**config.mk**
```make
export PLATFORM = sky130hd
export DESIGN_NAME = gps_chip_sequencer
export DESIGN_NICKNAME = d
export VERILOG_FILES = /design/src/rtl/gps_pkg.sv /design/src/rtl/gps_msg_buffer.sv /design/src/rtl/gps_chip_sequencer.sv
export SDC_FILE = /design/constraint.sdc
export NUM_CORES = 1
export LEC_CHECK = 0
export ABC_AREA = 1
export CORE_MARGIN = 3
export CORE_UTILIZATION = 52
export CTS_BUF_LIST = sky130_fd_sc_hd__clkbuf_4 sky130_fd_sc_hd__clkbuf_8
export DETAILED_ROUTE_END_ITERATION = 16
export PLACE_DENSITY = 0.77
export SYNTH_ARGS = -nofsm -noshare
export SYNTH_HDL_FRONTEND = slang
export SYNTH_SLANG_ARGS = --single-unit
```
**constraint.sdc**
```tcl
create_clock -name clk_in -period 1.6 [get_ports clk_in]
set_clock_uncertainty 0.2 [all_clocks]
set_input_delay 0.48 -clock clk_in [delete_from_list [all_inputs] [get_ports clk_in]]
set_output_delay 0.48 -clock clk_in [all_outputs]
set_load 0.005 [all_outputs]
```
**src/rtl/gps_pkg.sv**
```systemverilog
// Shared constants and types for the GPS sequencer/generator slice.
package gps_pkg;

    localparam int CHIPS_PER_CODE = 1023;
    localparam int CODES_PER_BIT  = 20;
    localparam int WORD_BITS      = 30;

    localparam logic [7:0] TLM_PREAMBLE = 8'h8B;

    typedef enum logic [1:0] {
        ST_IDLE  = 2'd0,
        ST_PHASE = 2'd1,
        ST_RUN   = 2'd2
    } seq_state_e;

endpackage

```
**src/rtl/gps_msg_buffer.sv**
```systemverilog
// Navigation word double buffer: ready/valid holding register feeding an
// MSB-first shift register, with PRESET_WORD substitution on underrun.
module gps_msg_buffer
    import gps_pkg::*;
#(
    parameter logic [WORD_BITS-1:0] PRESET_WORD = 30'h22C0_0000
) (
    input  logic                 clk_in,
    input  logic                 rst_in_n,
    input  logic                 load_start_in,
    input  logic                 bit_edge_in,
    input  logic                 word_edge_in,
    input  logic [WORD_BITS-1:0] msg_word_in,
    input  logic                 msg_valid_in,
    output logic                 msg_ready_out,
    output logic                 msg_bit_out,
    output logic                 underrun_out
);

    logic [WORD_BITS-1:0] hold_q, hold_d;
    logic                 hold_full_q, hold_full_d;
    logic [WORD_BITS-1:0] shift_q, shift_d;
    logic                 underrun_q, underrun_d;
    logic                 xfer;
    logic                 consume;

    assign xfer    = msg_valid_in && !hold_full_q;
    assign consume = load_start_in || word_edge_in;

    always_comb begin
        hold_d      = hold_q;
        hold_full_d = hold_full_q;
        shift_d     = shift_q;
        underrun_d  = underrun_q;

        // A consume always sees the old holding content; a load in the same
        // cycle refills the holding register so ready stays low.
        if (consume) begin
            shift_d     = hold_full_q ? hold_q : PRESET_WORD;
            hold_full_d = 1'b0;
            if (load_start_in) begin
                underrun_d = 1'b0;
            end else if (!hold_full_q) begin
                underrun_d = 1'b1;
            end
        end else if (bit_edge_in) begin
            shift_d = {shift_q[WORD_BITS-2:0], 1'b0};
        end

        if (xfer) begin
            hold_d      = msg_word_in;
            hold_full_d = 1'b1;
        end
    end

    always_ff @(posedge clk_in or negedge rst_in_n) begin
        if (!rst_in_n) begin
            hold_q      <= '0;
            hold_full_q <= 1'b0;
            shift_q     <= '0;
            underrun_q  <= 1'b0;
        end else begin
            hold_q      <= hold_d;
            hold_full_q <= hold_full_d;
            shift_q     <= shift_d;
            underrun_q  <= underrun_d;
        end
    end

    assign msg_ready_out = !hold_full_q;
    assign msg_bit_out   = shift_q[WORD_BITS-1];
    assign underrun_out  = underrun_q;

endmodule

```
**src/rtl/gps_chip_sequencer.sv**
```systemverilog
// Phase-alignment FSM and chip/epoch/bit/word counter chain driving gps_gen_core,
// with the navigation message serialiser attached.
module gps_chip_sequencer #(
    parameter int          CLK_DIV        = 16,
    parameter int          CHIPS_PER_CODE = gps_pkg::CHIPS_PER_CODE,
    parameter int          CODES_PER_BIT  = gps_pkg::CODES_PER_BIT,
    parameter logic [29:0] PRESET_WORD    = 30'h22C0_0000
) (
    input  logic        clk_in,
    input  logic        rst_in_n,
    input  logic        start_in,
    input  logic        stop_in,
    input  logic        code_phase_done_in,
    input  logic [29:0] msg_word_in,
    input  logic        msg_valid_in,
    output logic        msg_ready_out,
    output logic        ca_phase_start_out,
    output logic        chip_ena_out,
    output logic        msg_bit_out,
    output logic        epoch_out,
    output logic        bit_edge_out,
    output logic        word_edge_out,
    output logic        underrun_out,
    output logic        busy_out
);

    import gps_pkg::seq_state_e;
    import gps_pkg::ST_IDLE;
    import gps_pkg::ST_PHASE;
    import gps_pkg::ST_RUN;
    import gps_pkg::WORD_BITS;

    localparam logic [7:0] DIV_LAST  = 8'(CLK_DIV - 1);
    localparam logic [9:0] CHIP_LAST = 10'(CHIPS_PER_CODE - 1);
    localparam logic [4:0] CODE_LAST = 5'(CODES_PER_BIT - 1);
    localparam logic [4:0] BIT_LAST  = 5'(WORD_BITS - 1);

    seq_state_e  state_q, state_d;
    logic [7:0]  div_cnt_q, div_cnt_d;
    logic [9:0]  chip_cnt_q, chip_cnt_d;
    logic [4:0]  code_cnt_q, code_cnt_d;
    logic [4:0]  bit_cnt_q, bit_cnt_d;
    logic        chip_ena_q, chip_ena_d;
    logic        epoch_q, epoch_d;
    logic        bit_edge_q, bit_edge_d;
    logic        word_edge_q, word_edge_d;

    logic        run;
    logic        chip_tick;
    logic        epoch_tick;
    logic        bit_tick;
    logic        word_tick;
    logic        start_go;

    always_comb begin
        state_d    = state_q;
        div_cnt_d  = div_cnt_q;
        chip_cnt_d = chip_cnt_q;
        code_cnt_d = code_cnt_q;
        bit_cnt_d  = bit_cnt_q;
        start_go   = 1'b0;

        // Ticks fire on the divider wrap; the registered pulses below land in
        // the same cycle the counters advance, keeping all edges coincident.
        run        = (state_q == ST_RUN);
        chip_tick  = run && (div_cnt_q == DIV_LAST) && !stop_in;
        epoch_tick = chip_tick && (chip_cnt_q == CHIP_LAST);
        bit_tick   = epoch_tick && (code_cnt_q == CODE_LAST);
        word_tick  = bit_tick && (bit_cnt_q == BIT_LAST);

        if (stop_in) begin
            state_d    = ST_IDLE;
            div_cnt_d  = '0;
            chip_cnt_d = '0;
            code_cnt_d = '0;
            bit_cnt_d  = '0;
        end else begin
            case (state_q)
                ST_IDLE: begin
                    div_cnt_d  = '0;
                    chip_cnt_d = '0;
                    code_cnt_d = '0;
                    bit_cnt_d  = '0;
                    if (start_in) begin
                        state_d  = ST_PHASE;
                        start_go = 1'b1;
                    end
                end
                ST_PHASE: begin
                    if (code_phase_done_in) begin
                        state_d = ST_RUN;
                    end
                end
                ST_RUN: begin
                    div_cnt_d = chip_tick ? '0 : div_cnt_q + 8'd1;
                    if (chip_tick) begin
                        chip_cnt_d = epoch_tick ? '0 : chip_cnt_q + 10'd1;
                    end
                    if (epoch_tick) begin
                        code_cnt_d = bit_tick ? '0 : code_cnt_q + 5'd1;
                    end
                    if (bit_tick) begin
                        bit_cnt_d = word_tick ? '0 : bit_cnt_q + 5'd1;
                    end
                end
                default: begin
                    state_d = ST_IDLE;
                end
            endcase
        end

        chip_ena_d  = chip_tick;
        epoch_d     = epoch_tick;
        bit_edge_d  = bit_tick;
        word_edge_d = word_tick;
    end

    always_ff @(posedge clk_in or negedge rst_in_n) begin
        if (!rst_in_n) begin
            state_q     <= ST_IDLE;
            div_cnt_q   <= '0;
            chip_cnt_q  <= '0;
            code_cnt_q  <= '0;
            bit_cnt_q   <= '0;
            chip_ena_q  <= 1'b0;
            epoch_q     <= 1'b0;
            bit_edge_q  <= 1'b0;
            word_edge_q <= 1'b0;
        end else begin
            state_q     <= state_d;
            div_cnt_q   <= div_cnt_d;
            chip_cnt_q  <= chip_cnt_d;
            code_cnt_q  <= code_cnt_d;
            bit_cnt_q   <= bit_cnt_d;
            chip_ena_q  <= chip_ena_d;
            epoch_q     <= epoch_d;
            bit_edge_q  <= bit_edge_d;
            word_edge_q <= word_edge_d;
        end
    end

    assign ca_phase_start_out = (state_q == ST_PHASE);
    assign busy_out           = (state_q != ST_IDLE);
    assign chip_ena_out       = chip_ena_q;
    assign epoch_out          = epoch_q;
    assign bit_edge_out       = bit_edge_q;
    assign word_edge_out      = word_edge_q;

    // Shifting follows the registered bit edge, so msg_bit_out moves one
    // cycle after bit_edge_out is seen by the core.
    gps_msg_buffer #(
        .PRESET_WORD (PRESET_WORD)
    ) u_msg_buffer (
        .clk_in        (clk_in),
        .rst_in_n      (rst_in_n),
        .load_start_in (start_go),
        .bit_edge_in   (bit_edge_q),
        .word_edge_in  (word_edge_q),
        .msg_word_in   (msg_word_in),
        .msg_valid_in  (msg_valid_in),
        .msg_ready_out (msg_ready_out),
        .msg_bit_out   (msg_bit_out),
        .underrun_out  (underrun_out)
    );

endmodule

```
==> results of run 1 <==
metal layers:
layer	vias up	wire length, um	GRT usage, %
li1	1865	-	-
met1	1954	4572	28.89
met2	128	6341	40.55
met3	30	578	3.647
met4	0	277	9.559
met5	-	0	0
cell usage in the layout, fill, tap and decap left out, drive strengths merged:
cell,synthesis,layout
clkbuf,7,11
mux2,26,26
o221ai,3,3
nand2,88,89
o211ai,22,22
xor2,4,4
nor3b,2,2
clkinvlp,0,4
or2,2,2
buf,15,93
nand3,63,63
a32o,1,1
xnor2,2,2
bufbuf,0,1
o311ai,1,1
dlygate4sd2,0,2
nor3,5,5
a21oi,17,17
bufinv,0,2
nand4,5,5
clkinv,1,1
nor2,43,43
inv,52,53
o22ai,3,3
dfrtp,96,96
and3,1,1
o21ai,20,20
o31ai,1,1
o21bai,1,1
dlygate4sd3,0,1
ha,6,6
clkdlybuf4s50,0,32
state kept, by name (all words and copies together), names as in the netlist:
register                   cells
u_msg_buffer.hold_full_q       1
state_q                        2
code_cnt_q                     5
epoch_out                      1
bit_cnt_q                      5
u_msg_buffer.hold_q           30
chip_ena_out                   1
word_edge_out                  1
chip_cnt_q                    10
bit_edge_out                   1
u_msg_buffer.shift_q          30
div_cnt_q                      8
u_msg_buffer.underrun_out      1
cell type report:
type | count | area (sq um) | share of cell area (%)
Clock buffer | 9 | 123.9 | 1.957
Clock inverter | 7 | 102.6 | 1.621
Inverter | 53 | 210.2 | 3.321
Multi-Input combinational cell | 317 | 2133 | 33.71
Sequential cell | 96 | 2402 | 37.96
Tap cell | 105 | 131.4 | 2.076
Timing Repair Buffer | 131 | 1225 | 19.36
timing repair:
item                       4_1_cts  5_1_grt
gates cloned                     2        2
setup buffers                   17        6
resized for setup               91       41
hold endpoints to repair        17        0
pin swaps                       24       23
hold buffers                     1        0
setup endpoints to repair       69       89
worst max-delay path, stage by stage (launching register included):
cell	delay, ns
dfrtp_1	0.45
nand2_1	0.10
nor2_2	0.13
nand3_2	0.14
nand2_2	0.13
buf_6	0.10
nand4_1	0.16
o21bai_1	0.21
inv_1	0.06
nor2_1	0.08
cell families (layout without fill, tap and decap cells):
| kind of cell | Yosys count | count (layout) | synth area share, % |
|---|---|---|---|
| AOI/OAI and AO/OA | 69 | 69 | 9.907 |
| xor gates and xnor gates | 6 | 6 | 1.153 |
| adders and majority gates | 6 | 6 | 1.646 |
| buffers and inverters | 75 | 200 | 7.025 |
| DFF | 96 | 96 | 52.69 |
| muxes | 26 | 26 | 6.421 |
| and+or+nand+nor | 209 | 210 | 21.16 |
worst max-delay path by stage:
stage	from	to	slack (ns)	cells after the start
5_1_grt	div_cnt_q[0]	chip_cnt_q[6]	-0.35	10
2_1_floorplan	state_q[0]	bit_cnt_q[2]	-0.11	11
4_1_cts	div_cnt_q[1]	chip_cnt_q[6]	-0.18	10
3_3_place_gp	stop_in	bit_cnt_q[4]	-0.62	9
6_report	div_cnt_q[3]	chip_cnt_q[6]	-0.22	9
3_5_place_dp	stop_in	div_cnt_q[5]	-0.69	11
power by group through the flow:
stage | clock [uW] | sequential, uW | combinational (uW)
finish | 1830 | 3690 | 2140
global route | 1930 | 3780 | 2390
floorplan | 0 | 3550 | 1220
global placement | 0 | 3660 | 1720
detailed placement | 0 | 3690 | 1820
CTS | 1830 | 3650 | 1930
through the flow:
step           power, uW  setup TNS [ns]  setup slack, ns
4_1_cts             7418          -5.115          -0.1782
6_report            7658          -7.385          -0.2240
2_1_floorplan       4772          -1.225          -0.1053
3_3_place_gp        5384          -41.59          -0.6235
3_5_place_dp        5512          -45.37          -0.6890
5_1_grt             8100          -12.55          -0.3477
==> impl_metrics.toml, run 1 <==
[status]
status = "complete, but fails checks"
violations = "negative setup slack"

[cts]
h-tree-depth = 3
cts_buffer_depth = 2
clk_latency_ns = 0.36
clock-root-buffer = "clkbuf_8"
cts_tree = "done"
cts_num_sinks = 96
clkTransAtPathRegs_ns = 0.10
cts_made_buffers = 9

[finish]
nFillCells = 550
nNetsFinal = 650
antenna_cells = 0
design_area_sq_mm = 0.006329
drive_above_1_share_pct = 35.40
stdcell_count = 718
area_growth_pct = 38.80
fin_util_pct = 75.50

[route]
routed_wl_mm = 11.77
postRouteAntennaNets = 0
vias = 3977
dr.pass1.iters = 5
drt-initial-drc-count = 202
vias_per_cell = 5.539
wl_per_cell_um = 16.39
drc = 0

[critical_path]
r2r_cells = 9
cp.required_ns = 1.69
path_max_fanout = 6
r2r_slack_ns = -0.22
timing.rr.start = "div_cnt_q[3]"
cp-start-kind = "register"
path_class = "register to register"
crit_arrival_ns = 1.92
r2r-end = "chip_cnt_q[6]"
cp-end-kind = "register"

[run]
drv_cap = 0

[grt]
grt_max_degree = 43
grt-ovfl-total = 0
grt_pass1_vias = 4079
antenna_found_initial = 0
grt.total_usage_pct = 23.29
grt_pass1_wl_mm = 18.89

[synth]
ys_ff_latch = 96
synth_fp_nets = 529
synth.avg_cell_area_sq_um = 9.362
synthTopCellsByArea = "dfrtp_1, nand3_1, mux2_2"
synth_edf_count = 0
yosysWarnings = 0
yosysTopAreaCell = "dfrtp_1"
seq_area_frac_synth_pct = 52.69
yosysTopAreaCellShare_pct = 52.69
netlist_area_sq_mm = 0.004559
ys_types = 36
yosys_most_used_dff = "dfrtp_1"
synth.most_common_cell = "dfrtp_1"
syn_inst = 487
async_flop_share_pct = 100.0
synth_commonest_cells = "dfrtp_1, nand2_1, nand3_1"

[timing]
finalCritPeriodShare_pct = 114.0
holdWs_ns = 0.3198
drv_slew = 0
fmax_mhz = 548.3
rsz0062_at_grt = "true"
worst_pin_slew_ns = 0.4087
setup_ws_ns = -0.2240
hold_violations = 0
fin_crit_ns = 1.824
relSlewSlack_pct = 72.75
setup_violations = 60

[floorplanning]
io_pins = 45
die_y_um = 99.64
die_w_um = 99.64
placementRows = 33
coreArea_sq_mm = 0.008382
initial_utilization_pct = 54.40
dieArea_sq_mm = 0.009927

[pwr]
p_per_area_mw_per_mm2 = 1210
p_leak_uw = 0.002874
p_sw_uw = 2415
p_int_uw = 5244
p_seq_share_pct = 48.2
clkPwrFrac_pct = 23.8
peakVddDrop_v = 0.0005814
switching_share_pct = 31.53
pwr-share-comb_pct = 28.0

[min_path]
min_from = "u_msg_buffer.hold_q[18]"
worstHoldEndpoint = "u_msg_buffer.hold_q[18]"
min_delay_path_depth = 1
hold_path.class = "register to register"

[placement]
dp.cells = 676
dp_hpwl_mm = 6.942
place_area_sq_mm = 0.005543
gp_congestion = 0.8351
portBuffers = 44
Power figures use the tool's default switching activity.
==> inputs of run 2 (changes only) <==
--- a/config.mk
+++ b/config.mk
@@ -9,6 +9,7 @@
 export CORE_MARGIN = 3
 export CORE_UTILIZATION = 52
 export CTS_BUF_LIST = sky130_fd_sc_hd__clkbuf_4 sky130_fd_sc_hd__clkbuf_8
+export CTS_CLUSTER_DIAMETER = 80
 export DETAILED_ROUTE_END_ITERATION = 16
 export PLACE_DENSITY = 0.77
 export SYNTH_ARGS = -nofsm -noshare
==> results of run 2 <==
The final DEF is identical to that of run 1; final timing and power are the same.
==> edit, RTL diff (config.mk and constraints of run 1) <==
Reset style: synchronous (`rst_in_n`), changed in 2 clocked blocks.
--- a/src/rtl/gps_msg_buffer.sv
+++ b/src/rtl/gps_msg_buffer.sv
@@ -54,5 +54,5 @@
     end
 
-    always_ff @(posedge clk_in or negedge rst_in_n) begin
+    always_ff @(posedge clk_in) begin
         if (!rst_in_n) begin
             hold_q      <= '0;
--- a/src/rtl/gps_chip_sequencer.sv
+++ b/src/rtl/gps_chip_sequencer.sv
@@ -116,5 +116,5 @@
     end
 
-    always_ff @(posedge clk_in or negedge rst_in_n) begin
+    always_ff @(posedge clk_in) begin
         if (!rst_in_n) begin
             state_q     <= ST_IDLE;
Formal check against the unedited RTL: differs if rst_in_n is asserted again (counterexample within 4 cycles, from zero or initial values and one cycle with rst_in_n low); with rst_in_n held inactive, the same outputs for 10 cycles.
==> edit against run 1 <==
Largest cell class is now multi-input combinational cells; routed wire length up 21%; count of clock-buffer cells in the layout rose by 1; highest routed layer unchanged; the run still ends with negative setup slack left; sequential cell count did not move; worst setup slack got worse by 0.086 ns; critical endpoint is now u_msg_buffer.shift_q[1]; die area down 6.3%; synthesized area is 6.8% lower; global-route usage grew 3.8 points; maximum frequency fell by 4.5%; final area is 1.6% higher.
Power is not compared: it rests on default switching activity, and its combinational part moved more than twofold at a synthesized area within 25%.
==> edit: results (changes against run 1) <==
Outcome
  – Status: finished, violations left (unchanged)
  – Failing checks: negative setup slack (unchanged)

Layout
  – Register Area: 0.00194 mm² (was 0.00240 mm²)
  – Fillcell total: 432 (was 550)
  – Count of non-CTS buffers in the layout: 127 (was 131)
  – Final non-clock buffer share: 20.9% (was 19.4%)
  – Layout Cells excl Fill: 804 (was 718)
  – Clk_buf instances: 10 (was 9)
  – Number of multi-input logic gates: 410 (was 317)
  – Multi-input gate area: 0.00258 mm² (was 0.00213 mm²)

Worst setup path
  – Crit path DAT: 2.00 ns (was 1.92 ns)
  – Top Family by Delay on Critical Path: buffers and inverters (was simple AND/OR/NAND/NOR gates)
  – Slowest cell on crit path: dlygate4sd2_1 (was dfrtp_1)
  – CP max stage delay: 0.34 ns (was 0.45 ns)
  – Crit path to: u_msg_buffer.shift_q[1] (was chip_cnt_q[6])

Place
  – Post-DP HPWL: 6.86 mm (was 6.94 mm)
  – Dpl cells: 756 (was 676)
  – GP Congestion: 0.910 (was 0.835)

STA
  – Crit path setup slack, layout: -0.310 ns (was -0.224 ns)
  – Hold Worst Slack: 0.271 ns (was 0.320 ns)
  – # setup viols final: 60 (unchanged)

Logic synthesis
  – Syn_nets: 624 (was 529)
  – Unique masters post-synth: 35 (was 36)

Detailed routing
  – Met2 wire len: 7.54 mm (was 6.34 mm)
  – Vias/cell: 5.70 (was 5.54)

GRT
  – Gr usage total: 27.1% (was 23.3%)
  – Number of global-route vias before repair: 4240 (was 4079)

Clock network
  – CTS resizes: 133 (was 91)
==> edit: cell count changes after synthesis, sizes merged, moves of 5 or more <==
| cell | before | now |
|---|---|---|
| nand3 | 63 | 38 |
| nor2 | 43 | 104 |
| clkbuf | 7 | 12 |
| a31oi | 0 | 20 |
| o21ai | 20 | 42 |
| a21oi | 17 | 27 |
| o211ai | 22 | 0 |
| dfxtp | 0 | 96 |
| dfrtp | 96 | 0 |
| nand2 | 88 | 149 |
| mux2 | 26 | 0 |
==> edit: logic make-up (layout without fill, tap and decap cells) <==
logic type | after synthesis | in the layout | share of synthesized area (%)
simple gates | 305 | 305 | 31.7
xor+xnor | 6 | 6 | 1.24
fa+ha+maj | 6 | 6 | 1.77
compound gates | 93 | 93 | 12.1
flops | 96 | 96 | 45.2
buf+inv | 76 | 196 | 7.97
==> edit: power by group <==
part           total [mW]  leakage, nW  internal, mW  switching, mW
clock                1.83        0.113         0.929          0.898
sequential           2.54        0.789          2.47         0.0706
combinational       0.594         1.95         0.284          0.310
